### src/rtl/pnb_pkg.sv
// Shared framing constants and FSM state type for the inter-FPGA PNB SPI link.
// Protocol_analysis reuses the sync and width constants from here.
package pnb_pkg;

    localparam logic [7:0]  PNB_SYNC      = 8'hA5;
    localparam int unsigned PNB_PAYLOAD_W = 41;
    localparam int unsigned PNB_FRAME_W   = 51;

    typedef enum logic [1:0] {
        StIdle,
        StShift,
        StWaitCs,
        StGap
    } pnb_state_e;

    // Sync, source id, payload, then even parity over source id and payload.
    function automatic logic [PNB_FRAME_W-1:0] pnb_build_frame(
        input logic                     src,
        input logic [PNB_PAYLOAD_W-1:0] payload
    );
        return {PNB_SYNC, src, payload, ^{src, payload}};
    endfunction

endpackage

### src/rtl/pnb_tx_scheduler_if.sv
// Requester handshakes, chip select and serial output of the PNB transmit scheduler.
// master = requesters/link side, slave = scheduler.
interface pnb_tx_scheduler_if;
    import pnb_pkg::*;

    logic                     cs;
    logic                     req0_valid;
    logic [PNB_PAYLOAD_W-1:0] req0_data;
    logic                     req0_ready;
    logic                     req1_valid;
    logic [PNB_PAYLOAD_W-1:0] req1_data;
    logic                     req1_ready;
    logic                     dataout;
    logic                     vld;
    logic                     busy;
    logic                     drop_err;

    modport master (
        output cs, req0_valid, req0_data, req1_valid, req1_data,
        input  req0_ready, req1_ready, dataout, vld, busy, drop_err
    );

    modport slave (
        input  cs, req0_valid, req0_data, req1_valid, req1_data,
        output req0_ready, req1_ready, dataout, vld, busy, drop_err
    );

endinterface

### src/rtl/pnb_rr_arb.sv
// Two-way round-robin arbiter; the last-grant pointer moves only on an accepted grant.
module pnb_rr_arb (
    input  logic       sck_i,
    input  logic       rstn_i,
    input  logic [1:0] req_i,
    input  logic       accept_i,
    output logic       gnt_any_o,
    output logic       gnt_idx_o
);

    logic last_q;

    always_comb begin
        gnt_any_o = |req_i;
        // On a tie the requester not served last wins.
        if (&req_i) begin
            gnt_idx_o = ~last_q;
        end else begin
            gnt_idx_o = req_i[1];
        end
    end

    always_ff @(posedge sck_i) begin
        if (!rstn_i) begin
            last_q <= 1'b1;
        end else if (accept_i) begin
            last_q <= gnt_idx_o;
        end
    end

endmodule

### src/rtl/pnb_tx_scheduler.sv
// Transmit scheduler for the PNB SPI link: arbitrates two requesters, frames the payload
// and streams it MSB first, restarting the frame on chip-select loss up to MAX_RETRY times.
module pnb_tx_scheduler
    import pnb_pkg::*;
#(
    parameter int unsigned MAX_RETRY = 3,
    parameter int unsigned GAP_CYC   = 1
) (
    input logic               sck,
    input logic               rstn,
    pnb_tx_scheduler_if.slave bus
);

    localparam logic [2:0] MaxRetry = 3'(MAX_RETRY);
    localparam logic [3:0] GapLast  = 4'(GAP_CYC - 1);
    localparam logic [5:0] LastBit  = 6'(PNB_FRAME_W - 1);

    pnb_state_e               state_q;
    logic [PNB_FRAME_W-1:0]   frame_q;
    logic [5:0]               bitcnt_q;
    logic [2:0]               retry_q;
    logic [3:0]               gapcnt_q;
    logic                     vld_q;
    logic                     dataout_q;
    logic                     busy_q;
    logic                     drop_err_q;

    logic                     gnt_any;
    logic                     gnt_idx;
    logic                     accept;
    logic [PNB_PAYLOAD_W-1:0] gnt_data;
    logic [PNB_FRAME_W-1:0]   new_frame;

    pnb_rr_arb u_arb (
        .sck_i     (sck),
        .rstn_i    (rstn),
        .req_i     ({bus.req1_valid, bus.req0_valid}),
        .accept_i  (accept),
        .gnt_any_o (gnt_any),
        .gnt_idx_o (gnt_idx)
    );

    // Ready is only offered in IDLE with cs low, so a held frame is never overwritten.
    assign accept    = rstn && (state_q == StIdle) && !bus.cs && gnt_any;
    assign gnt_data  = gnt_idx ? bus.req1_data : bus.req0_data;
    assign new_frame = pnb_build_frame(gnt_idx, gnt_data);

    assign bus.req0_ready = accept && !gnt_idx;
    assign bus.req1_ready = accept && gnt_idx;
    assign bus.dataout    = dataout_q;
    assign bus.vld        = vld_q;
    assign bus.busy       = busy_q;
    assign bus.drop_err   = drop_err_q;

    always_ff @(posedge sck) begin
        if (!rstn) begin
            state_q    <= StIdle;
            frame_q    <= '0;
            bitcnt_q   <= '0;
            retry_q    <= '0;
            gapcnt_q   <= '0;
            vld_q      <= 1'b0;
            dataout_q  <= 1'b0;
            busy_q     <= 1'b0;
            drop_err_q <= 1'b0;
        end else begin
            drop_err_q <= 1'b0;
            unique case (state_q)
                StIdle: begin
                    if (accept) begin
                        frame_q   <= new_frame;
                        bitcnt_q  <= '0;
                        retry_q   <= '0;
                        vld_q     <= 1'b1;
                        dataout_q <= new_frame[PNB_FRAME_W-1];
                        busy_q    <= 1'b1;
                        state_q   <= StShift;
                    end
                end
                StShift: begin
                    // bitcnt_q indexes the bit currently on dataout.
                    if (bus.cs) begin
                        vld_q     <= 1'b0;
                        dataout_q <= 1'b0;
                        bitcnt_q  <= '0;
                        state_q   <= StWaitCs;
                    end else if (bitcnt_q == LastBit) begin
                        vld_q     <= 1'b0;
                        dataout_q <= 1'b0;
                        bitcnt_q  <= '0;
                        gapcnt_q  <= '0;
                        state_q   <= StGap;
                    end else begin
                        bitcnt_q  <= bitcnt_q + 6'd1;
                        dataout_q <= frame_q[LastBit - bitcnt_q - 6'd1];
                    end
                end
                StWaitCs: begin
                    if (!bus.cs) begin
                        if (retry_q < MaxRetry) begin
                            retry_q   <= retry_q + 3'd1;
                            vld_q     <= 1'b1;
                            dataout_q <= frame_q[PNB_FRAME_W-1];
                            state_q   <= StShift;
                        end else begin
                            drop_err_q <= 1'b1;
                            gapcnt_q   <= '0;
                            state_q    <= StGap;
                        end
                    end
                end
                StGap: begin
                    if (gapcnt_q == GapLast) begin
                        busy_q  <= 1'b0;
                        state_q <= StIdle;
                    end else begin
                        gapcnt_q <= gapcnt_q + 4'd1;
                    end
                end
                default: state_q <= StIdle;
            endcase
        end
    end

endmodule

### src/flat_wrapper.sv
// flat-port wrapper written by rule: the top's interface ports become plain ports
module pnb_tx_scheduler_flat import pnb_pkg::*;
#(
    parameter int unsigned MAX_RETRY = 3,
    parameter int unsigned GAP_CYC   = 1
)
  (sck, rstn, bus_cs, bus_req0_valid, bus_req0_data, bus_req1_valid, bus_req1_data, bus_req0_ready, bus_req1_ready, bus_dataout, bus_vld, bus_busy, bus_drop_err);
  pnb_tx_scheduler_if bus_i ();
  input logic sck;
  input logic rstn;
  input wire logic [$bits(bus_i.cs)-1:0] bus_cs;
  input wire logic [$bits(bus_i.req0_valid)-1:0] bus_req0_valid;
  input wire logic [$bits(bus_i.req0_data)-1:0] bus_req0_data;
  input wire logic [$bits(bus_i.req1_valid)-1:0] bus_req1_valid;
  input wire logic [$bits(bus_i.req1_data)-1:0] bus_req1_data;
  output wire logic [$bits(bus_i.req0_ready)-1:0] bus_req0_ready;
  output wire logic [$bits(bus_i.req1_ready)-1:0] bus_req1_ready;
  output wire logic [$bits(bus_i.dataout)-1:0] bus_dataout;
  output wire logic [$bits(bus_i.vld)-1:0] bus_vld;
  output wire logic [$bits(bus_i.busy)-1:0] bus_busy;
  output wire logic [$bits(bus_i.drop_err)-1:0] bus_drop_err;
  assign bus_i.cs = bus_cs;
  assign bus_i.req0_valid = bus_req0_valid;
  assign bus_i.req0_data = bus_req0_data;
  assign bus_i.req1_valid = bus_req1_valid;
  assign bus_i.req1_data = bus_req1_data;
  assign bus_req0_ready = bus_i.req0_ready;
  assign bus_req1_ready = bus_i.req1_ready;
  assign bus_dataout = bus_i.dataout;
  assign bus_vld = bus_i.vld;
  assign bus_busy = bus_i.busy;
  assign bus_drop_err = bus_i.drop_err;
  pnb_tx_scheduler #(.MAX_RETRY(MAX_RETRY), .GAP_CYC(GAP_CYC)) u_core (.sck(sck), .rstn(rstn), .bus(bus_i));
endmodule
### config.mk
export PLATFORM = sky130hd
export DESIGN_NAME = pnb_tx_scheduler_flat
export DESIGN_NICKNAME = d
export VERILOG_FILES = /design/src/rtl/pnb_pkg.sv /design/src/rtl/pnb_tx_scheduler_if.sv /design/src/rtl/pnb_rr_arb.sv /design/src/rtl/pnb_tx_scheduler.sv /design/src/flat_wrapper.sv
export SDC_FILE = /design/constraint.sdc
export NUM_CORES = 1
export LEC_CHECK = 0
export ABC_AREA = 1
export BUFFER_PORTS_ARGS = -buffer_cell sky130_fd_sc_hd__clkbuf_2
export CORE_MARGIN = 1.5
export CORE_UTILIZATION = 40
export CTS_CLUSTER_DIAMETER = 50
export CTS_CLUSTER_SIZE = 25
export DETAILED_ROUTE_END_ITERATION = 16
export HOLD_SLACK_MARGIN = 0.15
export PLACE_DENSITY = 0.73
export SYNTH_ARGS = -nofsm -noshare
export SYNTH_HDL_FRONTEND = slang
export SYNTH_SLANG_ARGS = --single-unit
export TNS_END_PERCENT = 20
### constraint.sdc
create_clock -name sck -period 2.6 [get_ports sck]
set_input_delay 0.13 -clock sck [delete_from_list [all_inputs] [get_ports sck]]
set_output_delay 0.13 -clock sck [all_outputs]
set_load 0.1 [all_outputs]
==> out/metrics.cfg <==
[detailed_routing]
drt_first_iter_violations=448
dr.pass1.iters=5
routed_via_density=4.887
wl_per_cell_um=11.35
postRouteAntennaNets=0
drc=0
totalWireLength_um=12920
vias=5566

[floorplanning]
core_um2=12110
die_area_um2=13220
ioPinCount=93
placementRows=40
initial_core_util_pct=41.40
die-width_um=115.0
die_y_um=115.0

[synthesis]
synth_area_leaders=nand2_1 29%, dfxtp_1 26%, nand3_1 8.7%
ys_async_sr_fraction_pct=0
synth_edf_count=0
synth_area_um2=5015
yosysSeqAreaShare_pct=25.55
ys_types=41
synth_fp_nets=986
synth_top_cell_by_area=nand2_1
netlist.area_leader.share_pct=29.04
ys_seq_elements=64
yosysWarningCount=0
syn_avg_cell_area_um2=5.654
synthFlopType=dfxtp_1
synth_cells=887

[critical_path]
r2r_setup_slack_ps=190
crit_type=reg2reg
worstPathArrival_ps=2630
cp_max_fo=52
start_kind=flop
rr_endpoint=u_core.frame_q[12]
worstRegToRegCells=10
cp-end-kind=flop
worstPathRequired_ps=2820
r2r_start=u_core.state_q[0]

[timing]
drv_slew=0
period_share_pct=92.67
setup_ws_ps=190.7
tns_ps=0
worst_pin_slew_ps=535.0
fin_skew_ps=8.299
maxSlewHeadroom_pct=64.34
setup_viol=0
rsz0062_at_grt=false
finalCriticalPeriod_ps=2409
clock.fmax_ghz=0.4151
final_hold_viol_count=0

[worst_hold_path]
min_from=bus_req1_data[0]
holdPathStages=3
min_to=u_core.frame_q[1]
hp-class=in2reg

[finish]
syn_to_final_growth_pct=20.53
drive_above_1_share_pct=13.29
antenna_cells=0
fin_util_pct=49.91
final_cell_area_um2=6045
final_common_cell=nand2_1
fillers=1298
layout_common_cells=388 x nand2_1, 91 x inv_1, 90 x clkbuf_2
nNetsFinal=1065

[placed_design]
dp_slack_ps=495.7
dpl-instance-area_um2=5642
hpwl_um=9482
port_buffers=92
place.gp.congestion=0.8707

[cts]
path_clk_slew_ps=60
postCtsSetupBuffers=0
cts_buffer_depth=2
h-tree-depth=3
insertion_delay_ps=340
numCtsBuffers=9
cts.sinks=64
cts_root_buf=clkbuf_16
cts_tree=yes

[grt]
grt.total_usage_pct=20.68
grt_pass1_vias=5093
grt_remaining_overflow=0
grt_max_degree=64
antenna_found_initial=0
grt_pass1_wl_um=22460

[run]
maxCapViolCount=0

[pwr]
cellLeakagePower_nw=3.221
p_total_mw=4.339
ir_worst_vdd_mv=0.4014
power.density_nw_per_um2=717.9

[outcome]
status=complete, no violations

## synthesized netlist by cell type, types with 2 or more instances
master / number
nand2_1: 388
inv_1: 91
nand3_1: 87
o21ai_0: 67
dfxtp_1: 64
nor2_1: 35
a21oi_1: 23
nand3b_1: 20
clkbuf_1: 19
ha_1: 12
nor3_1: 10
buf_4: 8
o21ai_1: 8
buf_1: 7
buf_2: 7
a211oi_1: 4
xor2_1: 4
a311oi_1: 2
a31oi_1: 2
a32oi_1: 2
nand4_1: 2
nor3b_1: 2
o211ai_1: 2
o21ai_2: 2
o311ai_0: 2
xnor2_1: 2
## metrics by stage
stage	std cells	hold WS, ps
finish	1139	159.0
global route	1139	194.8
CTS	1139	154.4
detailed placement	1117	376.6
global placement	1117	392.8
floorplan	887	207.6
## metal layers
| layer | vias up | track usage (%) | routed length, um |
|---|---|---|---|
| met1 | 2387 | 28.10 | 6307 |
| li1 | 2994 | - | - |
| met4 | 0 | 6.667 | 252 |
| met3 | 26 | 4.270 | 726 |
| met2 | 159 | 32.86 | 5637 |
| met5 | - | 0 | 0 |
## logic make-up after synthesis
logic type	after synthesis	share of synthesized area (%)
adder cells (fa/ha/maj)	12	2.994
buffers and inverters	134	10.95
multiplexers	1	0.1996
AND/OR/NAND/NOR	549	45.68
XOR/XNOR	6	1.048
AO/OA/AOI/OAI	121	13.57
flip-flops	64	25.55
## power by group
group | switching, mW | total [mW] | internal [mW]
logic | 1.13 | 1.71 | 0.574
registers | 0.132 | 1.30 | 1.17
clock network | 0.462 | 1.33 | 0.868
## flip-flops by register name, summed over array words and instances, names as in the netlist
| register | flops |
|---|---|
| u_core.bitcnt_q | 6 |
| u_core.bus.busy | 1 |
| u_core.bus.dataout | 1 |
| u_core.bus.drop_err | 1 |
| u_core.bus.vld | 1 |
| u_core.frame_q | 44 |
| u_core.gapcnt_q | 4 |
| u_core.retry_q | 3 |
| u_core.state_q | 2 |
| u_core.u_arb.last_q | 1 |
## critical path: stages, from the launching register on
cell and delay (ps):
dfxtp_1 410, inv_1 120, ha_1 260, inv_1 100, nor2_1 60, nand3_2 130
buf_12 230, inv_1 140, o21ai_0 210, a31oi_1 70, dlygate4sd3_1 560
## cell type report
| cell class | instances | area (um^2) | share of cell area, % |
|---|---|---|---|
| Sequential cell | 64 | 1281 | 21.20 |
| Clock buffer | 10 | 239.0 | 3.954 |
| Timing Repair Buffer | 110 | 690.7 | 11.43 |
| Tap cell | 168 | 210.2 | 3.478 |
| Multi-Input combinational cell | 689 | 3187 | 52.72 |
| Inverter | 92 | 345.3 | 5.713 |
| Clock inverter | 6 | 91.34 | 1.511 |
## worst max-delay path by stage
stage	slack, ps	startpoint	cells after the start	to
floorplan	-120	u_core.state_q[0]	8	u_core.frame_q[42]
global placement	510	u_core.state_q[0]	8	u_core.gapcnt_q[2]
detailed placement	500	u_core.u_arb.last_q	18	u_core.frame_q[0]
CTS	60	u_core.state_q[0]	10	u_core.frame_q[12]
global route	70	u_core.state_q[1]	10	u_core.frame_q[12]
finish	190	u_core.state_q[0]	10	u_core.frame_q[12]
## what timing repair did
action,in CTS,in global routing
endpoints found under the setup margin,0,1
hold endpoints to repair,5,0
hold buffers,6,0
gates resized for setup,0,4
Note: power is estimated with default switching activity, not from simulation.
